## src/rtl/uart_rx_pfifo_if.sv

```systemverilog
`default_nettype none
`timescale 1ns/1ps
// ============================================================================
// Module   : uart_rx_pfifo_if
// Brief    : Bus-side read interface of the UART receive FIFO.
// Revision : 1.0 - initial release
// ============================================================================
interface uart_rx_pfifo_if #(
    parameter int DBIT = 8
);
    logic            rd_uart;
    logic            clr_overrun;
    logic [DBIT-1:0] r_data;
    logic            r_perr;
    logic            r_ferr;
    logic            rx_empty;
    logic            rx_full;
    logic            overrun;
    logic            brk;

    modport master (
        output rd_uart, clr_overrun,
        input  r_data, r_perr, r_ferr, rx_empty, rx_full, overrun, brk
    );

    modport slave (
        input  rd_uart, clr_overrun,
        output r_data, r_perr, r_ferr, rx_empty, rx_full, overrun, brk
    );
endinterface
`default_nettype wire

```

## src/rtl/uart_rx_pfifo.sv

```systemverilog
`default_nettype none
`timescale 1ns/1ps
// ============================================================================
// Module   : uart_rx_pfifo
// Brief    : 16x oversampled UART receiver with parity, break detection and
//            an error-tagged first-word fall-through receive FIFO.
// Revision : 1.0 - initial release
// ============================================================================
module uart_rx_pfifo #(
    parameter int DBIT     = 8,
    parameter int SB_TICK  = 16,
    parameter int DVSR_BIT = 11,
    parameter int FIFO_W   = 2
) (
    input  wire logic                clk,
    input  wire logic                reset,
    input  wire logic [DVSR_BIT-1:0] dvsr,
    input  wire logic [1:0]          par_mode,
    input  wire logic                rx,
    uart_rx_pfifo_if.slave           bus
);
    localparam int         c_DEPTH  = 2**FIFO_W;
    localparam int         c_W      = DBIT + 2;
    localparam logic [5:0] c_S_MID  = 6'd7;
    localparam logic [5:0] c_S_BIT  = 6'd15;
    localparam logic [5:0] c_S_STOP = 6'(SB_TICK - 1);
    localparam logic [3:0] c_N_LAST = 4'(DBIT - 1);

    typedef enum logic [2:0] {
        S_IDLE     = 3'd0,
        S_START    = 3'd1,
        S_DATA     = 3'd2,
        S_PARITY   = 3'd3,
        S_STOP     = 3'd4,
        S_BRK_WAIT = 3'd5
    } state_t;

    logic                r_sync1, r_sync2;
    logic [DVSR_BIT-1:0] r_tcnt, r_dvsr_l;
    state_t              r_state;
    logic [5:0]          r_s;
    logic [3:0]          r_n;
    logic [DBIT-1:0]     r_shift;
    logic                r_pbit;
    logic [1:0]          r_par;
    logic                r_brk;

    logic [c_W-1:0]      r_mem [c_DEPTH];
    logic [FIFO_W-1:0]   r_wptr, r_rptr;
    logic                r_empty, r_full, r_overrun;

    logic                w_tick, w_par_en, w_stop_done, w_ferr, w_perr, w_break;
    logic                w_pop, w_wr, w_ovr_set;
    logic [FIFO_W-1:0]   w_wptr_inc, w_rptr_inc;
    logic [c_W-1:0]      w_wdata;

    always_ff @(posedge clk or negedge reset) begin
        if (!reset) begin
            r_sync1 <= 1'b1;
            r_sync2 <= 1'b1;
        end else begin
            r_sync1 <= rx;
            r_sync2 <= r_sync1;
        end
    end

    // >= rather than == so a divisor shrunk below the running count wraps at once
    assign w_tick = (r_tcnt >= r_dvsr_l);

    always_ff @(posedge clk or negedge reset) begin
        if (!reset) begin
            r_tcnt   <= '0;
            r_dvsr_l <= '0;
        end else begin
            if (r_state == S_IDLE)
                r_dvsr_l <= dvsr;
            r_tcnt <= w_tick ? '0 : r_tcnt + DVSR_BIT'(1);
        end
    end

    assign w_par_en    = r_par[0] ^ r_par[1];
    assign w_stop_done = (r_state == S_STOP) && w_tick && (r_s == c_S_STOP);
    assign w_ferr      = ~r_sync2;
    // Odd mode (10) expects the data+parity XOR to be 1, even mode expects 0
    assign w_perr      = w_par_en && ((^r_shift ^ r_pbit) != r_par[1]);
    assign w_break     = w_ferr && (r_shift == '0) && (!w_par_en || !r_pbit);
    assign w_wdata     = {w_perr, w_ferr, r_shift};

    always_ff @(posedge clk or negedge reset) begin
        if (!reset) begin
            r_state <= S_IDLE;
            r_s     <= '0;
            r_n     <= '0;
            r_shift <= '0;
            r_pbit  <= 1'b0;
            r_par   <= 2'b00;
            r_brk   <= 1'b0;
        end else begin
            r_brk <= 1'b0;
            case (r_state)
                S_IDLE: begin
                    if (!r_sync2) begin
                        r_state <= S_START;
                        r_s     <= '0;
                        r_par   <= par_mode;
                    end
                end
                S_START: begin
                    if (w_tick) begin
                        if (r_s == c_S_MID) begin
                            r_s <= '0;
                            r_n <= '0;
                            r_state <= r_sync2 ? S_IDLE : S_DATA;
                        end else begin
                            r_s <= r_s + 6'd1;
                        end
                    end
                end
                S_DATA: begin
                    if (w_tick) begin
                        if (r_s == c_S_BIT) begin
                            r_s     <= '0;
                            r_shift <= {r_sync2, r_shift[DBIT-1:1]};
                            r_n     <= r_n + 4'd1;
                            if (r_n == c_N_LAST)
                                r_state <= w_par_en ? S_PARITY : S_STOP;
                        end else begin
                            r_s <= r_s + 6'd1;
                        end
                    end
                end
                S_PARITY: begin
                    if (w_tick) begin
                        if (r_s == c_S_BIT) begin
                            r_s     <= '0;
                            r_pbit  <= r_sync2;
                            r_state <= S_STOP;
                        end else begin
                            r_s <= r_s + 6'd1;
                        end
                    end
                end
                S_STOP: begin
                    if (w_tick) begin
                        if (r_s == c_S_STOP) begin
                            r_s <= '0;
                            if (w_break) begin
                                r_brk   <= 1'b1;
                                r_state <= S_BRK_WAIT;
                            end else begin
                                r_state <= S_IDLE;
                            end
                        end else begin
                            r_s <= r_s + 6'd1;
                        end
                    end
                end
                S_BRK_WAIT: begin
                    if (r_sync2)
                        r_state <= S_IDLE;
                end
                default: r_state <= S_IDLE;
            endcase
        end
    end

    assign w_pop      = bus.rd_uart && !r_empty;
    assign w_wr       = w_stop_done && (!r_full || w_pop);
    assign w_ovr_set  = w_stop_done && r_full && !w_pop;
    assign w_wptr_inc = r_wptr + FIFO_W'(1);
    assign w_rptr_inc = r_rptr + FIFO_W'(1);

    always_ff @(posedge clk or negedge reset) begin
        if (!reset) begin
            for (int i = 0; i < c_DEPTH; i++)
                r_mem[i] <= '0;
            r_wptr    <= '0;
            r_rptr    <= '0;
            r_empty   <= 1'b1;
            r_full    <= 1'b0;
            r_overrun <= 1'b0;
        end else begin
            if (w_wr)
                r_mem[r_wptr] <= w_wdata;
            case ({w_wr, w_pop})
                2'b10: begin
                    r_wptr  <= w_wptr_inc;
                    r_empty <= 1'b0;
                    r_full  <= (w_wptr_inc == r_rptr);
                end
                2'b01: begin
                    r_rptr  <= w_rptr_inc;
                    r_full  <= 1'b0;
                    r_empty <= (w_rptr_inc == r_wptr);
                end
                2'b11: begin
                    r_wptr <= w_wptr_inc;
                    r_rptr <= w_rptr_inc;
                end
                default: ;
            endcase
            if (w_ovr_set)
                r_overrun <= 1'b1;
            else if (bus.clr_overrun)
                r_overrun <= 1'b0;
        end
    end

    assign bus.r_data   = r_mem[r_rptr][DBIT-1:0];
    assign bus.r_ferr   = r_mem[r_rptr][DBIT];
    assign bus.r_perr   = r_mem[r_rptr][DBIT+1];
    assign bus.rx_empty = r_empty;
    assign bus.rx_full  = r_full;
    assign bus.overrun  = r_overrun;
    assign bus.brk      = r_brk;
endmodule
`default_nettype wire

```

## src/flat_wrapper.sv

```systemverilog
// flat-port wrapper written by rule: the top's interface ports become plain ports
module uart_rx_pfifo_flat 
#(
    parameter int DBIT     = 8,
    parameter int SB_TICK  = 16,
    parameter int DVSR_BIT = 11,
    parameter int FIFO_W   = 2
)
  (clk, reset, dvsr, par_mode, rx, bus_rd_uart, bus_clr_overrun, bus_r_data, bus_r_perr, bus_r_ferr, bus_rx_empty, bus_rx_full, bus_overrun, bus_brk);
  uart_rx_pfifo_if #(.DBIT(DBIT)) bus_i ();
  input  wire logic clk;
  input  wire logic reset;
  input  wire logic [DVSR_BIT-1:0] dvsr;
  input  wire logic [1:0] par_mode;
  input  wire logic rx;
  input wire logic [$bits(bus_i.rd_uart)-1:0] bus_rd_uart;
  input wire logic [$bits(bus_i.clr_overrun)-1:0] bus_clr_overrun;
  output wire logic [$bits(bus_i.r_data)-1:0] bus_r_data;
  output wire logic [$bits(bus_i.r_perr)-1:0] bus_r_perr;
  output wire logic [$bits(bus_i.r_ferr)-1:0] bus_r_ferr;
  output wire logic [$bits(bus_i.rx_empty)-1:0] bus_rx_empty;
  output wire logic [$bits(bus_i.rx_full)-1:0] bus_rx_full;
  output wire logic [$bits(bus_i.overrun)-1:0] bus_overrun;
  output wire logic [$bits(bus_i.brk)-1:0] bus_brk;
  assign bus_i.rd_uart = bus_rd_uart;
  assign bus_i.clr_overrun = bus_clr_overrun;
  assign bus_r_data = bus_i.r_data;
  assign bus_r_perr = bus_i.r_perr;
  assign bus_r_ferr = bus_i.r_ferr;
  assign bus_rx_empty = bus_i.rx_empty;
  assign bus_rx_full = bus_i.rx_full;
  assign bus_overrun = bus_i.overrun;
  assign bus_brk = bus_i.brk;
  uart_rx_pfifo #(.DBIT(DBIT), .SB_TICK(SB_TICK), .DVSR_BIT(DVSR_BIT), .FIFO_W(FIFO_W)) u_core (.clk(clk), .reset(reset), .dvsr(dvsr), .par_mode(par_mode), .rx(rx), .bus(bus_i));
endmodule
```

## config.mk

```make
export PLATFORM = sky130hd
export DESIGN_NAME = uart_rx_pfifo_flat
export DESIGN_NICKNAME = d
export VERILOG_FILES = /design/src/rtl/uart_rx_pfifo_if.sv /design/src/rtl/uart_rx_pfifo.sv /design/src/flat_wrapper.sv
export SDC_FILE = /design/constraint.sdc
export NUM_CORES = 1
export LEC_CHECK = 0
export ABC_CLOCK_PERIOD_IN_PS = 2900
export CORE_ASPECT_RATIO = 2
export CORE_MARGIN = 5
export CORE_UTILIZATION = 59
export CTS_CLUSTER_SIZE = 16
export DETAILED_ROUTE_END_ITERATION = 10
export GPL_TIMING_DRIVEN = 1
export PLACE_DENSITY = 0.85
export REMOVE_ABC_BUFFERS = 1
export SLEW_MARGIN = 20
export SYNTH_ARGS = -nofsm -noshare
export SYNTH_HDL_FRONTEND = slang
export SYNTH_SLANG_ARGS = --single-unit
export TNS_END_PERCENT = 100
```

## constraint.sdc

```tcl
create_clock -name clk -period 2.9 [get_ports clk]
set_input_delay 0.29 -clock clk [delete_from_list [all_inputs] [get_ports clk]]
set_output_delay 0.29 -clock clk [all_outputs]
set_load 0.01 [all_outputs]
```

==> impl_metrics.yaml <==
timing:
  rsz0062_at_grt: "no"
  final-setup-viol-count: 0
  fin_crit_sh: 0.933
  fmax_mhz: 370
  period_minus_slack_ps: 2710
  finalSetupTns_ps: 0
  relSlewSlack: 0.452
  fin_skew_ps: 11.6
  timing.hold.ws_ps: -7.23
  slew_viol_final: 0
  worst_pin_slew_ps: 822
  hold_viol: 13
clock_network:
  clock_latency_ps: 340
  clockBufferDepth: 2
  cts_sinks: 96
  postCtsSetupRepairBufs: 0
  clk_pin_slew_ps: 70
  root_buffer: "clkbuf_16"
  cts_tree: "done"
  cts_max_level: 3
  cts_buffers: 9
power:
  power.leakage_nw: 2.60
  p_sw_frac: 0.278
  p_int_mw: 2.44
  irDropWorstVdd_v: 0.000479
  pwr-share-comb: 0.159
  pwr-share-clk: 0.355
  p_switching_uw: 939
  finalPower_mw: 3.38
  seq_power_share: 0.486
  power.density_nw_per_um2: 596
logic_synthesis:
  avgSynthCellArea_um2: 11.4
  synthTopCellsByCount: "dfrtp_1, nand2_1, inv_1, mux2_2, nor2_1"
  postSynthCellCount: 432
  synthTopCellsByArea: "dfrtp_1, mux2_2, ha_1"
  syn_area_um2: 4940
  synth-edff-count: 0
  synth_top_area_frac: 0.471
  yosys.area.top_type: "dfrtp_1"
  yosys_warnings: 0
  ys_seq_area_frac: 0.487
  synth_most_common_cell: "dfrtp_1"
  yosysUniqueCellTypes: 54
  async_flop_share: 1.00
  synth_seq_cells: 96
  synthFlopType: "dfrtp_1"
detailed_routing:
  viasPerCell: 5.90
  num_vias: 3346
  drt_wl_total_um: 10100
  ant_nets: 0
  route.detailed.drc: 0
  wl_per_cell_um: 17.8
  dr.pass1.iters: 4
  drt_iter0_drc: 167
critical_path:
  critPathRequiredTime_ps: 3130
  crit_path_max_fanout: 13
  r2r-end: "u_core.r_wptr[1]"
  rr_worst_depth: 11
  r2r-start: "u_core.r_tcnt[0]"
  worstSetupPathType: "flop to flop"
  endpoint_kind: "flop"
  arrival_ps: 2940
  cp-startpoint: "u_core.r_tcnt[0]"
  start_kind: "flop"
  r2r_slack_ps: 190
  setup.worst_path.end: "u_core.r_wptr[1]"
outcome:
  status: "complete, but fails checks"
  violations: "hold timing"
cells_and_area:
  design_area_um2: 5670
  fill_cells: 584
  insertedDiodeCount: 0
  drive_gt1_frac: 0.188
  multi_input_area_um2: 2330
  final-seq-area_um2: 2410
  area_delta_synth_final_pct: 14.7
  final_nets: 507
worst_hold_path:
  min_path_type: "input pin to async pin"
die:
  die_x_um: 74.7
  initial_utilization: 0.601
  row_count: 47
  die_y_um: 139
  die_area_um2: 10400
  ioPinCount: 32
  core_area_um2: 8230
placed_design:
  dp_hpwl_um: 7380
  place_area_um2: 5350
  gp_congestion: 0.841
  port_buffers: 31
global_routing:
  grt_pass1_wl_um: 16900
  gr-total-overflow: 0
  antenna_found_initial: 0
  gr-usage-all-layers: 0.211
  grt_pass1_vias: 3525
  grt_max_degree: 97
run:
  drv_cap: 0
[repair_timing]
action,4_1_cts,5_1_grt
setup endpoints to repair,0,8
gates resized for setup,0,2
hold buffers,0,0
[flip-flops by register name, summed over array words and instances, names as in the netlist]
register	count
u_core.r_tcnt	11
u_core.r_sync2	1
u_core.r_pbit	1
u_core.r_wptr	2
u_core.r_shift	8
u_core.r_par	2
u_core.bus.brk	1
u_core.r_mem	40
u_core.bus.rx_empty	1
u_core.r_s	6
u_core.r_state	3
u_core.r_rptr	2
u_core.r_dvsr_l	11
u_core.bus.rx_full	1
u_core.r_n	4
u_core.bus.overrun	1
u_core.r_sync1	1
[cell families after synthesis]
| family | synth area share |
|---|---|
| AOI/OAI and AO/OA | 0.0744 |
| xor gates and xnor gates | 0.0337 |
| adders and majority gates | 0.0633 |
| buffers and inverters | 0.0450 |
| DFF | 0.487 |
| muxes | 0.177 |
| and+or+nand+nor | 0.120 |
[cells in the final DEF (no fill, tap or decap), types with 2 or more instances in the layout]
cell	netlist	final
o21ai_0	23	23
o22ai_1	3	3
dfrtp_1	93	93
and3_1	9	9
a22o_1	2	2
clkbuf_16	0	9
clkdlybuf4s50_1	0	30
nor3_2	1	2
a2bb2oi_1	2	2
buf_4	0	8
mux2_2	33	33
nand4_1	4	4
a31oi_1	3	3
a21oi_1	10	10
nor4_1	2	2
ha_1	25	25
nand2b_1	4	4
mux4_2	10	10
mux2_4	10	10
or2_1	2	2
dfstp_2	3	3
xnor2_1	12	12
inv_1	33	33
nor2b_1	3	3
nand3_1	12	12
nand3b_1	2	2
and2_1	2	2
inv_6	0	2
mux2i_1	13	13
xor2_1	7	7
nor3_1	3	2
nand2_1	36	36
a21boi_0	2	2
nor2_1	28	28
[power by group through the flow]
stage,clock (mW),sequential (mW),combinational (mW)
6_report,1.20,1.64,0.537
5_1_grt,1.26,1.66,0.606
4_1_cts,1.22,1.64,0.539
3_5_place_dp,0,1.67,0.535
3_3_place_gp,0,1.65,0.510
2_1_floorplan,0,1.61,0.364
[worst min path at each step]
| stage | from | endpoint | slack (ps) | cells past startpoint |
|---|---|---|---|---|
| 5_1_grt | reset | u_core.r_mem[31] | 40 | 2 |
| 6_report | reset | u_core.r_mem[21] | -7 | 2 |
| 4_1_cts | reset | u_core.r_mem[21] | 20 | 2 |
| 3_5_place_dp | u_core.r_sync1 | u_core.r_sync2 | 350 | 0 |
| 3_3_place_gp | u_core.r_sync1 | u_core.r_sync2 | 350 | 0 |
| 2_1_floorplan | reset | u_core.bus.brk | -6 | 0 |
[worst max-delay path, cell delays in order (launching register included)]
cell	delay, ps
dfrtp_1	410
inv_1	60
ha_1	270
nand2b_4	140
a2111o_1	430
a21oi_2	220
a21oi_4	130
nand2_1	130
inv_1	80
ha_1	180
nor2_1	190
mux2_2	360
[routing by layer]
metal | GRT usage | vias to the layer above | share of wire | wire length (µm)
li1 | - | 1571 | - | -
met1 | 0.224 | 1683 | 0.35 | 3570
met2 | 0.392 | 69 | 0.59 | 5890
met3 | 0.0318 | 23 | 0.028 | 278
met4 | 0.0882 | 0 | 0.033 | 331
met5 | 0 | - | 0 | 0
[area by class of cell]
cell class	instances	share of cell area
well taps	98	0.0216
clock inverters	5	0.0108
repair buffers	39	0.0671
multi-input cells	285	0.412
inverters	33	0.0218
flip-flops and latches	96	0.424
clock buffers	11	0.0428
[stage by stage]
step	worst slack (ps)	std cells	utilization
floorplan	351	414	-
global placement	310	551	0.650
detailed placement	174	551	0.650
CTS	153	567	0.687
global route	0.553	567	0.689
finish	195	567	0.689
Power figures use the tool's default switching activity.
